===== config.mk =====
export PLATFORM = sky130hd
export DESIGN_NAME = regfile_decoded_clear
export DESIGN_NICKNAME = d
export VERILOG_FILES = /design/src/rtl/regfile_decoded_clear.sv
export SDC_FILE = /design/constraint.sdc
export NUM_CORES = 2
export LEC_CHECK = 0
export BUFFER_PORTS_ARGS = -buffer_cell sky130_fd_sc_hd__buf_2
export CAP_MARGIN = 10
export CORE_ASPECT_RATIO = 1.2
export CORE_MARGIN = 2
export CORE_UTILIZATION = 30
export DETAILED_ROUTE_END_ITERATION = 10
export PLACE_DENSITY = 0.56
export REMOVE_ABC_BUFFERS = 1
export SLEW_MARGIN = 10
export SYNTH_ARGS = -nofsm -noshare
export SYNTH_HDL_FRONTEND = slang
export SYNTH_SLANG_ARGS = --single-unit

===== constraint.sdc =====
create_clock -name clk -period 2.26 [get_ports clk]
set_input_delay 0.226 -clock clk [delete_from_list [all_inputs] [get_ports clk]]
set_output_delay 0.226 -clock clk [all_outputs]
set_load 0.02 [all_outputs]

===== src/rtl/regfile_decoded_clear.sv =====
// Register file with one-hot write decode, two async read ports,
// write-to-read bypass, optional zero register and a sequenced clear sweep.
module regfile_decoded_clear #(
  parameter int DATA_WIDTH  = 32,
  parameter int ADDR_WIDTH  = 5,
  parameter int ZERO_REG_EN = 1,
  parameter int BYPASS_EN   = 1
) (
  input  logic                       clk,
  input  logic                       reset,
  input  logic                       reg_write_i,
  input  logic [ADDR_WIDTH-1:0]      write_register_i,
  input  logic [DATA_WIDTH-1:0]      write_data_i,
  input  logic [ADDR_WIDTH-1:0]      read_register_1_i,
  input  logic [ADDR_WIDTH-1:0]      read_register_2_i,
  output logic [DATA_WIDTH-1:0]      read_data_1_o,
  output logic [DATA_WIDTH-1:0]      read_data_2_o,
  input  logic                       clear_i,
  output logic                       busy_o,
  output logic [2**ADDR_WIDTH-1:0]   select_register_o,
  output logic                       write_drop_o
);

  localparam int NUM_REGS = 2**ADDR_WIDTH;
  localparam logic [ADDR_WIDTH-1:0] LAST = ADDR_WIDTH'(NUM_REGS - 1);
  localparam logic [0:0] S_IDLE  = 1'b0;
  localparam logic [0:0] S_CLEAR = 1'b1;
  localparam bit ZERO_EN = (ZERO_REG_EN != 0);
  localparam bit BYP_EN  = (BYPASS_EN != 0);

  logic [0:0]            state_q, state_d;
  logic [ADDR_WIDTH-1:0] cnt_q, cnt_d;
  logic                  drop_q, drop_d;
  logic [DATA_WIDTH-1:0] regs_q [NUM_REGS];
  logic [DATA_WIDTH-1:0] regs_d [NUM_REGS];

  logic                  wr_zero;
  logic                  accept;
  logic                  sel_en;
  logic [ADDR_WIDTH-1:0] sel_idx;
  logic [NUM_REGS-1:0]   sel;

  // Write acceptance and one-hot row select (write row or sweep row)
  always_comb begin
    wr_zero = ZERO_EN && (write_register_i == '0);
    accept  = reg_write_i && (state_q == S_IDLE) && !wr_zero;
    sel_en  = (state_q == S_CLEAR) || accept;
    sel_idx = (state_q == S_CLEAR) ? cnt_q : write_register_i;
    sel     = '0;
    for (int i = 0; i < NUM_REGS; i++) begin
      sel[i] = sel_en && (sel_idx == ADDR_WIDTH'(i));
    end
  end

  // Next storage: selected row takes write data, or zero while sweeping
  always_comb begin
    for (int i = 0; i < NUM_REGS; i++) begin
      regs_d[i] = regs_q[i];
      if (sel[i]) begin
        regs_d[i] = (state_q == S_CLEAR) ? '0 : write_data_i;
      end
    end
  end

  // Clear sweep sequencer and dropped-write flag
  always_comb begin
    state_d = state_q;
    cnt_d   = cnt_q;
    drop_d  = reg_write_i && (state_q == S_CLEAR) && !wr_zero;
    unique case (1'b1)
      (state_q == S_IDLE): begin
        if (clear_i) begin
          state_d = S_CLEAR;
          cnt_d   = '0;
        end
      end
      default: begin
        if (cnt_q == LAST) begin
          state_d = S_IDLE;
          cnt_d   = '0;
        end else begin
          cnt_d = cnt_q + 1'b1;
        end
      end
    endcase
  end

  // State, counter, drop pulse and storage registers
  always_ff @(posedge clk or negedge reset) begin
    if (!reset) begin
      state_q <= S_IDLE;
      cnt_q   <= '0;
      drop_q  <= 1'b0;
      for (int i = 0; i < NUM_REGS; i++) begin
        regs_q[i] <= '0;
      end
    end else begin
      state_q <= state_d;
      cnt_q   <= cnt_d;
      drop_q  <= drop_d;
      for (int i = 0; i < NUM_REGS; i++) begin
        regs_q[i] <= regs_d[i];
      end
    end
  end

  // Async read ports: zero reg, then same-cycle bypass, then storage
  always_comb begin
    if (ZERO_EN && read_register_1_i == '0) begin
      read_data_1_o = '0;
    end else if (BYP_EN && accept &&
                 read_register_1_i == write_register_i) begin
      read_data_1_o = write_data_i;
    end else begin
      read_data_1_o = regs_q[read_register_1_i];
    end
    if (ZERO_EN && read_register_2_i == '0) begin
      read_data_2_o = '0;
    end else if (BYP_EN && accept &&
                 read_register_2_i == write_register_i) begin
      read_data_2_o = write_data_i;
    end else begin
      read_data_2_o = regs_q[read_register_2_i];
    end
  end

  assign busy_o            = (state_q == S_CLEAR);
  assign select_register_o = sel;
  assign write_drop_o      = drop_q;

endmodule


Word-level counts from Yosys, hierarchy flattened
Index checks and enable logic that the tools add are counted.

operators by class
  $add $sub $neg = 1
  $lt $le $gt $ge = 2
  equality and inequality tests = 34
  multiplexer cells = 18
  bitwise gates (word level) = 3
  reductions and logical operators = 45

operators by type and width
  cell                                                                   number
  32-bit binary-select mux with 5-bit select                             2
  32-bit two-way mux                                                     9
  5-bit equality test, second input constant                             17
  5-bit by 4-bit equality test with 1-bit output, second input constant  8
  1-bit logical AND                                                      38
  5-bit by 3-bit equality test with 1-bit output, second input constant  4
  5-bit zero test                                                        4
  5-bit two-way mux                                                      4
  6-bit >= comparator, second input constant                             2
  5-bit inverter with 6-bit output                                       2
  5-bit by 2-bit equality test with 1-bit output, second input constant  2
  5-bit equality test                                                    2
  5-bit by 1-bit adder with 5-bit output, second input constant          1
  5-bit by 1-bit equality test with 1-bit output, second input constant  1
  1-bit two-way mux                                                      3
  2-bit nonzero test                                                     1
  1-bit zero test                                                        1
  1-bit logical OR                                                       1
  1-bit inverter                                                         1

storage, ports and cells
  register bits after elaboration = 1031
  output and inout bits = 98

Longest topological paths before layout
  depth after elaboration = 6
  depth in mapped cells = 11
  depth with buffers taken out = 6

Least setup slack after synthesis
Ideal clock, no wire load.

  path type = register to output
  start = reg state_q (netlist: busy_o)
  end = out read_data_1_o[12]
  arrival = 2227 ps
  required time = 2034 ps
  path slack = -193 ps
  cell stages (with the launch flop) = 8
  buffers on the path = 5
  cells stage by stage = dfrtp_1 -> buf_2 -> buf_2 -> clkbuf_1 -> or4_1 -> buf_2 -> clkbuf_1 -> a31oi_1

on the way
  cells in the longest elaborated chain, start to end = 6

ends and longest elaborated chain
  item                            line  source
  start, declared                 31    logic [0:0] state_q, state_d;
  start signal, assigned          98    state_q <= state_d;
  1-bit inverter                  n/a
  1-bit logical AND (2 in a row)  46    accept = reg_write_i && (state_q == S_IDLE) && !wr_zero;
  1-bit logical AND               111   end else if (BYP_EN && accept &&
  32-bit two-way mux              111
  32-bit two-way mux              109   if (ZERO_EN && read_register_1_i == '0) begin
  end, declared                   16    output logic [DATA_WIDTH-1:0] read_data_1_o,

No other way between the ends.

Final worst setup path
  start = reg regs_q[35] in the netlist's numbering
  end = out read_data_2_o[3]

on the way
  cells in the longest elaborated chain, start to end = 5

ends and longest elaborated chain
  item                                                   line  source
  start, declared                                        34    logic [DATA_WIDTH-1:0] regs_q [NUM_REGS];
  start signal, assigned by index                        102   regs_q[i] <= regs_d[i];
  32-bit binary-select mux with 5-bit select             123   read_data_2_o = regs_q[read_register_2_i];
  32-bit two-way mux (implied by the code) (2 in a row)  123
  32-bit two-way mux                                     119   end else if (BYP_EN && accept &&
  32-bit two-way mux                                     117   if (ZERO_EN && read_register_2_i == '0) begin
  end, declared                                          17    output logic [DATA_WIDTH-1:0] read_data_2_o,

No other way between the ends. The select of a mux whose other input is x is not followed.

==> flow_summary_export.csv <==
group,metric,value,unit
worst_setup_path,r2r_slack,-560,ps
timing,setup_slack,-907,ps
worst_setup_path,crit_path_frequent_cell,"mux4_2",
cells_and_area,layout_common_cells,"nand2_1 (1,126), dfrtp_1 (1,030), o21ai_0 (938)",
die,io_pins,149,
timing,hold_viol,0,
logic_synthesis,synthCells,5147,
clock_tree,worstSkewPairLatency,800,ps
cells_and_area,areaGrowthSynthToFinish,35.3,%
pwr,p_leak,31.6,nW
outcome,status,"complete, but fails checks",
cells_and_area,fill_cells,17000,
die,die-height,471,um
placed_design,dp_hpwl,145,mm
logic_synthesis,synth_warnings,0,
clock_tree,h-tree-depth,3,
global_routing,grtUsageTotal,0.245,
outcome,failed_checks,"negative setup slack",
global_routing,grt.busiest_layer,"met2",
clock_tree,cts_buffer_depth,3,
logic_synthesis,netlist_area,54500,um^2
timing,slew_headroom,0.481,
worst_setup_path,path_cells,"mux4_2 > mux4_2 > a221oi_4 > buf_4 > nor2_2 > buf_6",
timing,clock.fmax,316,MHz
cells_and_area,layout_commonest_cell,"nand2_1",
logic_synthesis,ys.flop_type,"dfrtp_1",
global_routing,gr-total-overflow,0,
logic_synthesis,ys_ff_latch,1031,
clock_tree,cts.sinks,1031,
logic_synthesis,avgSynthCellArea,10.6,um^2
hold_path,min_path_cells,4,
die,rows,171,
worst_setup_path,worstSetupEndpointType,"primary output",
cells_and_area,multi_input_area,28500,um^2
cells_and_area,final_nets,5794,
logic_synthesis,synth_xor_area_frac,0.00193,
route,route.detailed.drc,0,
worst_setup_path,r2r-end,"regs_q[545]",
placed_design,post_dp_cell_area,63000,um^2
clock_tree,cts_tree,"yes",
route,ant_nets,0,
global_routing,grt_max_degree,104,
worst_setup_path,critPathMaxFanout,3,
clock_tree,cts_buffers,109,
clock_tree,root_buffer,"clkbuf_16",
logic_synthesis,synth-seq-area-share,0.474,
hold_path,worstHoldEndpoint,"regs_q[305]",
die,core_region_area,181000,um^2
worst_setup_path,slowest_stage,"mux4_2",
global_routing,grt_antenna_before_repair,11,
timing,tightestPinTransition,776,ps
route,dr.pass1.iters,6,
die,initial_utilization,0.302,
die,fp.dieArea,185000,um^2
timing,drv_slew,0,
cells_and_area,design_area,73700,um^2
global_routing,grt_pass1_vias,45800,
hold_path,min_path_type,"in -> reg",
logic_synthesis,synth_compound_area_frac,0.140,
route,post_drt_wl_per_cell,29.5,um
route,vias,47400,
logic_synthesis,ys_types,68,
pwr,vdd_drop_max,0.000764,V
worst_setup_path,start_kind,"flip-flop",
worst_setup_path,crit_type,"reg -> out",
route,drt-initial-drc-count,5652,
worst_setup_path,r2r_start,"busy_o",
logic_synthesis,synth_fa_ha_area_frac,0.000460,
timing,fin_crit_sh,1.40,
placed_design,pre_cts_ws,-1040,ps
worst_setup_path,required,2030,ps
worst_setup_path,crit_arrival,2940,ps
worst_setup_path,slowest_delay,520,ps
pwr,powerDensity,1080,nW/um^2
timing,min_period,3170,ps
placed_design,routabilityCongestion,0.888,
worst_setup_path,ff2ff_path_depth,15,
logic_synthesis,synth_top_family_by_area,"multiplexers",
global_routing,met3_usage,0.0519,
die,fp.dieW,393,um
global_routing,met2_usage,0.373,
global_routing,grtUsageMet1,0.333,
cells_and_area,drive_above_1_share,0.343,
placed_design,io_buffer_count,148,
timing,finClkSkew,82.7,ps
clock_tree,path_clk_slew,60,ps
logic_synthesis,synth_edf_count,0,
timing,finalSetupViolCount,1120,
logic_synthesis,yosys.area_share.simple,0.107,
cells_and_area,seq_area,25800,um^2
route,via_per_inst,5.73,
logic_synthesis,synth-async-reset-ratio,1.00,
hold_path,hp-start,"write_data_i[17]",
global_routing,grt_first_pass_wirelength,331,mm
route,routed_wl,244,mm
logic_synthesis,muxShareOfSynthArea,0.228,
flow_run,maxCapViolations,0,
timing,rsz0062_at_grt,"true",
==> cells by family (layout without fill, tap and decap cells) <==
family	after synthesis	in the layout
flip-flops	1031	1031
adder cells (fa/ha/maj)	2	2
buffers and inverters	582	1270
multiplexers	701	701
AND/OR/NAND/NOR	1457	1457
AO/OA/AOI/OAI	1362	1362
XOR/XNOR	12	12
other	0	7
==> layer usage <==
| metal | share of wire | vias up |
|---|---|---|
| met5 | 0.00023 | - |
| met1 | 0.39 | 24300 |
| met3 | 0.10 | 643 |
| met4 | 0.053 | 8 |
| li1 | - | 19700 |
| met2 | 0.45 | 2716 |
==> stage by stage <==
stage	setup TNS [ps]	util	hold WS, ps	instances	total power, mW
floorplan	-586880	-	-69.6	4607	40.7
global placement	-76890	0.349	159	7812	52.0
detailed placement	-92580	0.349	160	7812	52.8
CTS	-166360	0.394	10.2	8168	76.2
global route	-446740	0.408	89.2	8260	83.1
finish	-390570	0.408	36.8	8264	79.7
==> final cells by class <==
| type | count | area share |
|---|---|---|
| Timing Repair Buffer | 1023 | 0.167 |
| Clock inverter | 53 | 0.00907 |
| Clock buffer | 152 | 0.0425 |
| Inverter | 42 | 0.00304 |
| Tap cell | 2422 | 0.0411 |
| Multi-Input combinational cell | 3534 | 0.386 |
| Sequential cell | 1031 | 0.350 |
| Antenna cell | 7 | 0.000238 |
==> sequential cells by signal (all words and copies together), names as in the netlist <==
name and cells:
cnt_q 5, regs_q 1024, write_drop_o 1, busy_o 1
==> synthesized netlist by cell type (23+ instances only) <==
master,n,area [um^2]
nand2_1,1210,4540
o21ai_0,1052,5270
dfrtp_1,1031,25800
mux4_2,428,9640
clkbuf_1,390,1460
mux2i_1,236,2360
nor2_1,83,312
buf_2,79,395
a221oi_1,59,517
a21oi_1,57,285
nand3_1,55,275
nor2b_1,40,250
a211oi_1,38,285
inv_1,37,139
mux2_2,37,417
a31oi_1,28,175
a22oi_1,27,203
buf_4,27,203
buf_6,23,259
==> critical path, delay by kind of cell, from the launching register on <==
kind            cells  cell delay, ps
flops               1             400
simple gates        1              30
compound gates      1             460
mux                 2             990
buf+inv             2             310
==> power by group <==
part	total (mW)	switching [mW]	internal, mW
clock	19.5	8.21	11.3
combinational	30.7	16.3	14.5
sequential	29.5	4.96	24.5
total	79.7	29.4	50.3
==> what timing repair did <==
action / in CTS / in global routing
gates cloned: 14 / 48
gates resized for setup: 627 / 398
endpoints found under the setup margin: 806 / 1117
hold buffers: 8 / 0
buffers inserted: 144 / 71
endpoints found under the hold margin: 752 / 0
pin swaps: 109 / 93
==> worst max-delay path by stage <==
stage	start	endpoint	slack [ps]
floorplan	busy_o	read_data_2_o[16]	-890
global placement	read_register_2_i[0]	read_data_2_o[15]	-1040
detailed placement	read_register_2_i[0]	read_data_2_o[15]	-1040
CTS	regs_q[35]	read_data_2_o[3]	-940
global route	regs_q[79]	read_data_2_o[15]	-1020
finish	regs_q[35]	read_data_2_o[3]	-910
Power figures use the tool's default switching activity.
